### src/rtl/icache_fill.sv
// rtl/icache_fill.sv - icache miss fill: byte-serial 32-bit fetch into one cache line slot
// Optional ICACHE_FILL_COMPRESSED_EN adds compressed-instruction detection and second-half (pc+2) fields.
module icache_fill (
    input  logic        clk,
    input  logic        rst_n_in,
    input  logic        rdy_in,
    input  logic        flush_in,
    input  logic        fill_req,
    input  logic [31:0] fill_pc,
    output logic        mem_req,
    input  logic        mem_gnt,
    output logic [31:0] mem_a,
    output logic        mem_rd_en,
    input  logic [7:0]  mem_din,
    output logic        update,
    output logic [31:0] mem2cache_inst,
    output logic [3:0]  mem2cache_idx,
    output logic [26:0] mem2cache_tag,
    output logic [31:0] mem2cache_PC,
    output logic        is_c_inst,
    output logic [31:0] sec_inst_addr,
    output logic [3:0]  sec_inst_index,
    output logic [26:0] sec_inst_tag,
    output logic        fill_busy
);

    localparam logic [1:0] S_IDLE = 2'd0;
    localparam logic [1:0] S_READ = 2'd1;
    localparam logic [1:0] S_DONE = 2'd2;

    logic [1:0]  r_state;
    logic [2:0]  r_cnt;
    logic [31:0] r_pc_lat;
    logic [23:0] r_data;
    logic [31:0] r_inst;
    logic [31:0] r_pc_out;
    logic        w_accept;
    logic [31:0] w_word;

    assign w_accept = (r_state == S_IDLE) && fill_req && mem_gnt && !flush_in;
    // Byte 3 arrives in the same cycle the word is published, so it bypasses r_data.
    assign w_word   = {mem_din, r_data};

    always_ff @(posedge clk or negedge rst_n_in) begin
        if (!rst_n_in) begin
            r_state  <= S_IDLE;
            r_cnt    <= 3'd0;
            r_pc_lat <= 32'd0;
            r_data   <= 24'd0;
            r_inst   <= 32'd0;
            r_pc_out <= 32'd0;
        end else if (rdy_in) begin
            case (r_state)
                S_IDLE: begin
                    if (w_accept) begin
                        r_state  <= S_READ;
                        r_pc_lat <= fill_pc;
                        r_cnt    <= 3'd0;
                    end
                end
                S_READ: begin
                    if (flush_in) begin
                        r_state <= S_IDLE;
                    end else begin
                        if (r_cnt != 3'd4) begin
                            r_cnt <= r_cnt + 3'd1;
                        end
                        case (r_cnt)
                            3'd1: r_data[7:0]   <= mem_din;
                            3'd2: r_data[15:8]  <= mem_din;
                            3'd3: r_data[23:16] <= mem_din;
                            3'd4: begin
                                r_state  <= S_DONE;
                                r_inst   <= w_word;
                                r_pc_out <= r_pc_lat;
                            end
                            default: ;
                        endcase
                    end
                end
                S_DONE:  r_state <= S_IDLE;
                default: r_state <= S_IDLE;
            endcase
        end
    end

    assign fill_busy      = (r_state != S_IDLE);
    assign mem_req        = rst_n_in && (((r_state == S_IDLE) && fill_req && !flush_in) || (r_state == S_READ));
    assign mem_rd_en      = (r_state == S_READ) && rdy_in && (r_cnt != 3'd4);
    assign mem_a          = (r_state == S_READ) ? (r_pc_lat + {29'd0, r_cnt}) : 32'd0;
    assign update         = (r_state == S_DONE) && rdy_in;
    assign mem2cache_inst = r_inst;
    assign mem2cache_PC   = r_pc_out;
    assign mem2cache_idx  = r_pc_out[4:1];
    assign mem2cache_tag  = r_pc_out[31:5];

`ifdef ICACHE_FILL_COMPRESSED_EN
    logic        r_is_c;
    logic [31:0] r_sec_addr;

    always_ff @(posedge clk or negedge rst_n_in) begin
        if (!rst_n_in) begin
            r_is_c     <= 1'b0;
            r_sec_addr <= 32'd0;
        end else if (rdy_in && (r_state == S_READ) && !flush_in && (r_cnt == 3'd4)) begin
            r_is_c     <= (w_word[1:0] != 2'b11);
            r_sec_addr <= r_pc_lat + 32'd2;
        end
    end

    assign is_c_inst      = r_is_c;
    assign sec_inst_addr  = r_sec_addr;
    assign sec_inst_index = r_sec_addr[4:1];
    assign sec_inst_tag   = r_sec_addr[31:5];
`else
    assign is_c_inst      = 1'b0;
    assign sec_inst_addr  = 32'd0;
    assign sec_inst_index = 4'd0;
    assign sec_inst_tag   = 27'd0;
`endif

endmodule

### config.mk
export PLATFORM = sky130hd
export DESIGN_NAME = icache_fill
export DESIGN_NICKNAME = d
export VERILOG_FILES = /design/src/rtl/icache_fill.sv
export SDC_FILE = /design/constraint.sdc
export NUM_CORES = 1
export LEC_CHECK = 0
export CORE_ASPECT_RATIO = 0.8
export CORE_MARGIN = 2
export CORE_UTILIZATION = 41
export DETAILED_ROUTE_END_ITERATION = 12
export PLACE_DENSITY = 0.82
export REMOVE_ABC_BUFFERS = 1
export SLEW_MARGIN = 40
export SYNTH_ARGS = -nofsm -noshare
export SYNTH_HDL_FRONTEND = slang
export SYNTH_SLANG_ARGS = --single-unit
### constraint.sdc
create_clock -name clk -period 2.5 [get_ports clk]
set_clock_uncertainty 0.1 [all_clocks]
set_input_delay 0.5 -clock clk [delete_from_list [all_inputs] [get_ports clk]]
set_output_delay 0.5 -clock clk [all_outputs]
set_load 0.02 [all_outputs]
After elaboration in Yosys (flattened, before gate mapping) --
Cells that the tools add are included.
Storage, ports and cells: register bits 125, output and inout bits 195, latch bits 0, bits in read-only memories 0, memory bits (writable) 0, memories 0, input bits 46
Operators by class: eq/ne operators 11, order comparisons 0, shift-type cells 0, bitwise gates (word level) 1, add/sub/neg operators 2, div/mod/pow operators 0, multiplexer cells 9, reduce and logical (&&, ||, !) cells 20, multiply operators 0
Operators with widths (number):
- adder 32 x 3 -> 32 bit | 1
- two-way mux 32 bit | 1
- AND reduction 4 bit | 4
- two-way mux 3 bit | 3
- logical AND 1 bit | 8
- equality test 3 x 2 -> 1 bit (second input constant) | 2
- two-way mux 2 bit | 3
- != test 2 bit (second input constant) | 3
- case mux 3 bit (2 select lines) | 1
- AND reduction 3 bit | 2
- AND reduction 5 bit | 1
- case mux 2 bit (2 select lines) | 1
- nonzero test 2 bit | 2
- adder 3 x 1 -> 3 bit (second input constant) | 1
- equality test 3 x 1 -> 1 bit (second input constant) | 1
- equality test 3 bit (second input constant) | 1
- != test 3 x 2 -> 1 bit (second input constant) | 1
- != test 3 bit (second input constant) | 1
- equality test 2 x 1 -> 1 bit (second input constant) | 1
- equality test 2 bit (second input constant) | 1
- zero test 2 bit | 1
- zero test 1 bit | 1
- logical OR 1 bit | 1
- inverter 1 bit | 1

Logic depth before layout (Yosys ltp) --
depth in word-level cells 6, gate-level depth with buffers 8, mapped depth without buffers 7

Worst setup path before layout --
No wires, ideal clock.
path kind register -> output, start point register r_cnt[0], end point output port mem_a[26], required time 1.900 ns, buffers on the path 1, arrival 2.273 ns, path slack -0.373 ns, cell stages (with the launch flop) 8, path through dfrtp_1 > ha_1 > inv_1 > fa_1 > nor2b_1 > buf_2 > o2111ai_2 > o41ai_1
On the way: longest elaborated chain between the ends 2
Ends and longest elaborated chain:
- from (decl) | RTL line 32 | logic [2:0] r_cnt;
- from (signal assigned) | RTL line 66 | r_cnt <= r_cnt + 3'd1;
- adder 32 x 3 -> 32 bit | RTL line 90 | assign mem_a = (r_state == S_READ) ? (r_pc_lat + {29'd0, r_cnt}) : 32'd0;
- two-way mux 32 bit | RTL line 90
- to (decl) | RTL line 12 | output logic [31:0] mem_a,
No other way between the ends.

Final worst setup path --
start point register r_cnt[0], end point output port mem_a[30]
The elaborated chain is that of the path after synthesis.

==> results_dict.tcl <==
set metrics [dict create \
    status "complete, but fails checks" \
    violations "negative setup slack" \
    fillers 1282 \
    fin_cells 1022 \
    cp_top_family "buffers and inverters" \
    endpoint_kind "primary output" \
    powerDensity_mw_per_mm2 687 \
    fin_hold_ws_ps 62.7 \
    gp_congestion 0.796 \
    layout-drive-gt1-share_pct 42.9 \
    cp_cell_sequence "ha_2 > inv_2 > fa_2 > nor2b_2 > buf_6 > o2111ai_4 > buf_6 > o41ai_2 > buf_4" \
    ys_top_cells_by_count "dfrtp_1, buf_4, mux2_2" \
    crit_path_frequent_cell "buf_6" \
    ant_nets 0 \
    postSynthAreaPerCell_um2 12.5 \
    htreeDepth 4 \
    synth_area_mm2 0.00679 \
    initial_core_util_pct 41.4 \
    cts_tree "yes" \
    rsz0062_at_grt "yes" \
    cp.arrival_ps 2540 \
    remaining_drc_errors 0 \
    drt-wirelength-per-cell_um 16.9 \
    cts_sinks 125 \
    hold_path_class "primary input to async pin" \
    hpwl_um 12000 \
    grt_overflow 0 \
    yosysMostFrequentCell "dfrtp_1" \
    postLayoutCellArea_mm2 0.00994 \
    vias 4949 \
    synth-async-reset-ratio_pct 100 \
    grt_pass1_vias 4961 \
    path_buf_inv 4 \
    antenna_found_initial 0 \
    grt_max_degree 126 \
    synth_ff_type "dfrtp_1" \
    path_clk_slew_ps 60 \
    final_nets 844 \
    start_kind "flop" \
    syn2layout_area_growth_pct 46.3 \
    viasPerCell 4.84 \
    die_area_mm2 0.0176 \
    first_iter_violations 299 \
    drv_slew 0 \
    period_needed_ps 3140 \
    crit_path_max_incr_delay_ps 360 \
    numCtsBuffers 17 \
    worstPathRequired_ps 1900 \
    setup_violations 30 \
    pin_count 241 \
    criticalPathCategory "flop to primary output" \
    clock_path_buffers 2 \
    num_rows 42 \
    fin_ws_ps -642 \
    grt_pass1_wl_um 26700 \
    core_mm2 0.0164 \
    crit_cells 9 \
    final_hold_viol_count 0 \
    yosysTopAreaCell "dfrtp_1" \
    crit_path_top_delay_cell "dfrtp_1" \
    synth_top_area_share_pct 46.0 \
    ys_top_cells_by_area "dfrtp_1, mux2_2, buf_4" \
    post_dp_cell_area_mm2 0.00894 \
    insertion_delay_ps 410 \
    syn_inst 545 \
    fp.dieH_um 119 \
    tightest_slew_ps 679 \
    synth_edf_count 0 \
    dp_cells 981 \
    ys_seq_elements 125 \
    synth_seq_area_share_pct 46.0 \
    die_w_um 148 \
    r2r_cells 6 \
    maxCapViolCount 0 \
    clock-root-buffer "clkbuf_16" \
    antenna_cells 0 \
    fin_tns_setup_ps -12380 \
    firstDrtPassIters 4 \
    numPortBuffers 176 \
    p_leak_nw 4.51 \
    routed_wirelength_um 17300 \
    seq_area_mm2 0.00313 \
    min_period_over_period_pct 126 \
    ir_drop_mv 0.395 \
    yosysUniqueCellTypes 54 \
    track_usage_pct 19.5 \
    multi_input_area_mm2 0.00334 \
    fmax_mhz 318 \
    slew_headroom_pct 54.8 \
    crit_fanout 4 \
    synth_warnings 0 \
]
## flip-flops by register name, summed over array words and instances (netlist names)
| signal | cells |
|---|---|
| mem2cache_PC | 32 |
| mem2cache_inst | 32 |
| r_pc_lat | 32 |
| r_data | 24 |
| r_cnt | 3 |
| r_state | 2 |
## final cells by class
type	instances	area share (%)
flip-flops and latches	125	31.5
clock buffers	22	4.67
well taps	220	2.77
inverters	8	0.302
clock inverters	10	1.16
multi-input cells	358	33.6
repair buffers	279	26.0
## worst register-to-register path, delay by kind of cell (launching register included)
kind                   cells  cell delay [ps]
buffers and inverters      2              430
muxes                      1              380
DFF                        1              380
and+or+nand+nor            3              650
## per-layer routing
metal,global-route usage (%),share of wire [%],up-vias
li1,-,-,2265
met1,25.8,44,2514
met2,30.9,49,152
met3,5.90,6.2,18
met4,5.89,1.5,0
met5,0,0,-
## placed cells by master, fill, tap and decap left out, types with 3 or more instances in the layout
master / synthesis / final
conb_1: 1 / 64
xnor2_1: 4 / 4
nand2b_1: 7 / 7
or3_1: 6 / 6
nor2_1: 12 / 12
and4_1: 4 / 4
o31ai_1: 6 / 4
xor2_1: 5 / 4
nand4_1: 6 / 6
clkinvlp_4: 0 / 3
clkbuf_16: 0 / 17
inv_1: 8 / 7
a21oi_2: 0 / 10
nor2b_1: 4 / 3
clkinv_2: 0 / 3
a21oi_4: 0 / 6
dfrtp_1: 125 / 125
or4_4: 0 / 5
nand2_1: 21 / 21
o21ai_0: 10 / 10
clkbuf_1: 3 / 3
mux2_2: 71 / 71
ha_1: 8 / 5
mux2_4: 49 / 49
and3_1: 3 / 3
o41ai_2: 0 / 4
o311ai_4: 0 / 3
and2_1: 4 / 3
buf_6: 2 / 20
clkdlybuf4s50_1: 0 / 140
nand3_1: 6 / 6
buf_12: 0 / 5
mux2i_1: 5 / 5
buf_4: 98 / 109
## what timing repair did
item	in CTS	in global routing
setup buffers	7	5
gates cloned	0	0
hold endpoints to repair	0	0
pin swaps	27	14
endpoints found under the setup margin	34	33
resized for setup	214	26
hold buffers	0	0
## final timing paths
path                                         from                        endpoint  slack, ps
max in group asynchronous                rst_n_in        r_pc_lat[18]$_DFFE_PN0P_       1700
min in group clk           r_data[23]$_DFFE_PN0P_  mem2cache_inst[23]$_DFFE_PN0P_        400
setup / recovery             r_cnt[0]$_DFFE_PN0P_                       mem_a[30]       -640
setup reg to reg           r_state[1]$_DFFE_PN0P_     mem2cache_PC[9]$_DFFE_PN0P_        450
hold reg to reg            r_data[23]$_DFFE_PN0P_  mem2cache_inst[23]$_DFFE_PN0P_        400
hold / removal                           rst_n_in  mem2cache_inst[28]$_DFFE_PN0P_         60
## report_power, final
group          internal, mW  switching, mW
combinational         0.959          0.911
clock                  1.52          0.891
sequential             2.33          0.218
## kinds of logic (layout without fill, tap and decap cells)
kind of cell,Yosys count,in the layout,synth area share (%)
AO/OA/AOI/OAI,54,54,5.36
XOR/XNOR,9,9,1.16
adder cells (fa/ha/maj),9,9,1.77
buffers and inverters,125,319,13.5
flip-flops,125,125,46.0
multiplexers,126,126,23.5
other,1,64,0.0552
AND/OR/NAND/NOR,96,96,8.56
## stage by stage
stage                     util, %  setup WS (ps)  total power, mW
final                        60.6           -642             6.83
after global routing         60.6           -745             7.16
after CTS                    59.7           -589             6.82
after detailed placement     54.5           -690             4.28
after global placement       54.5           -630             4.23
after floorplan                 -           -518             3.36
(Power assumes the default switching activity.)
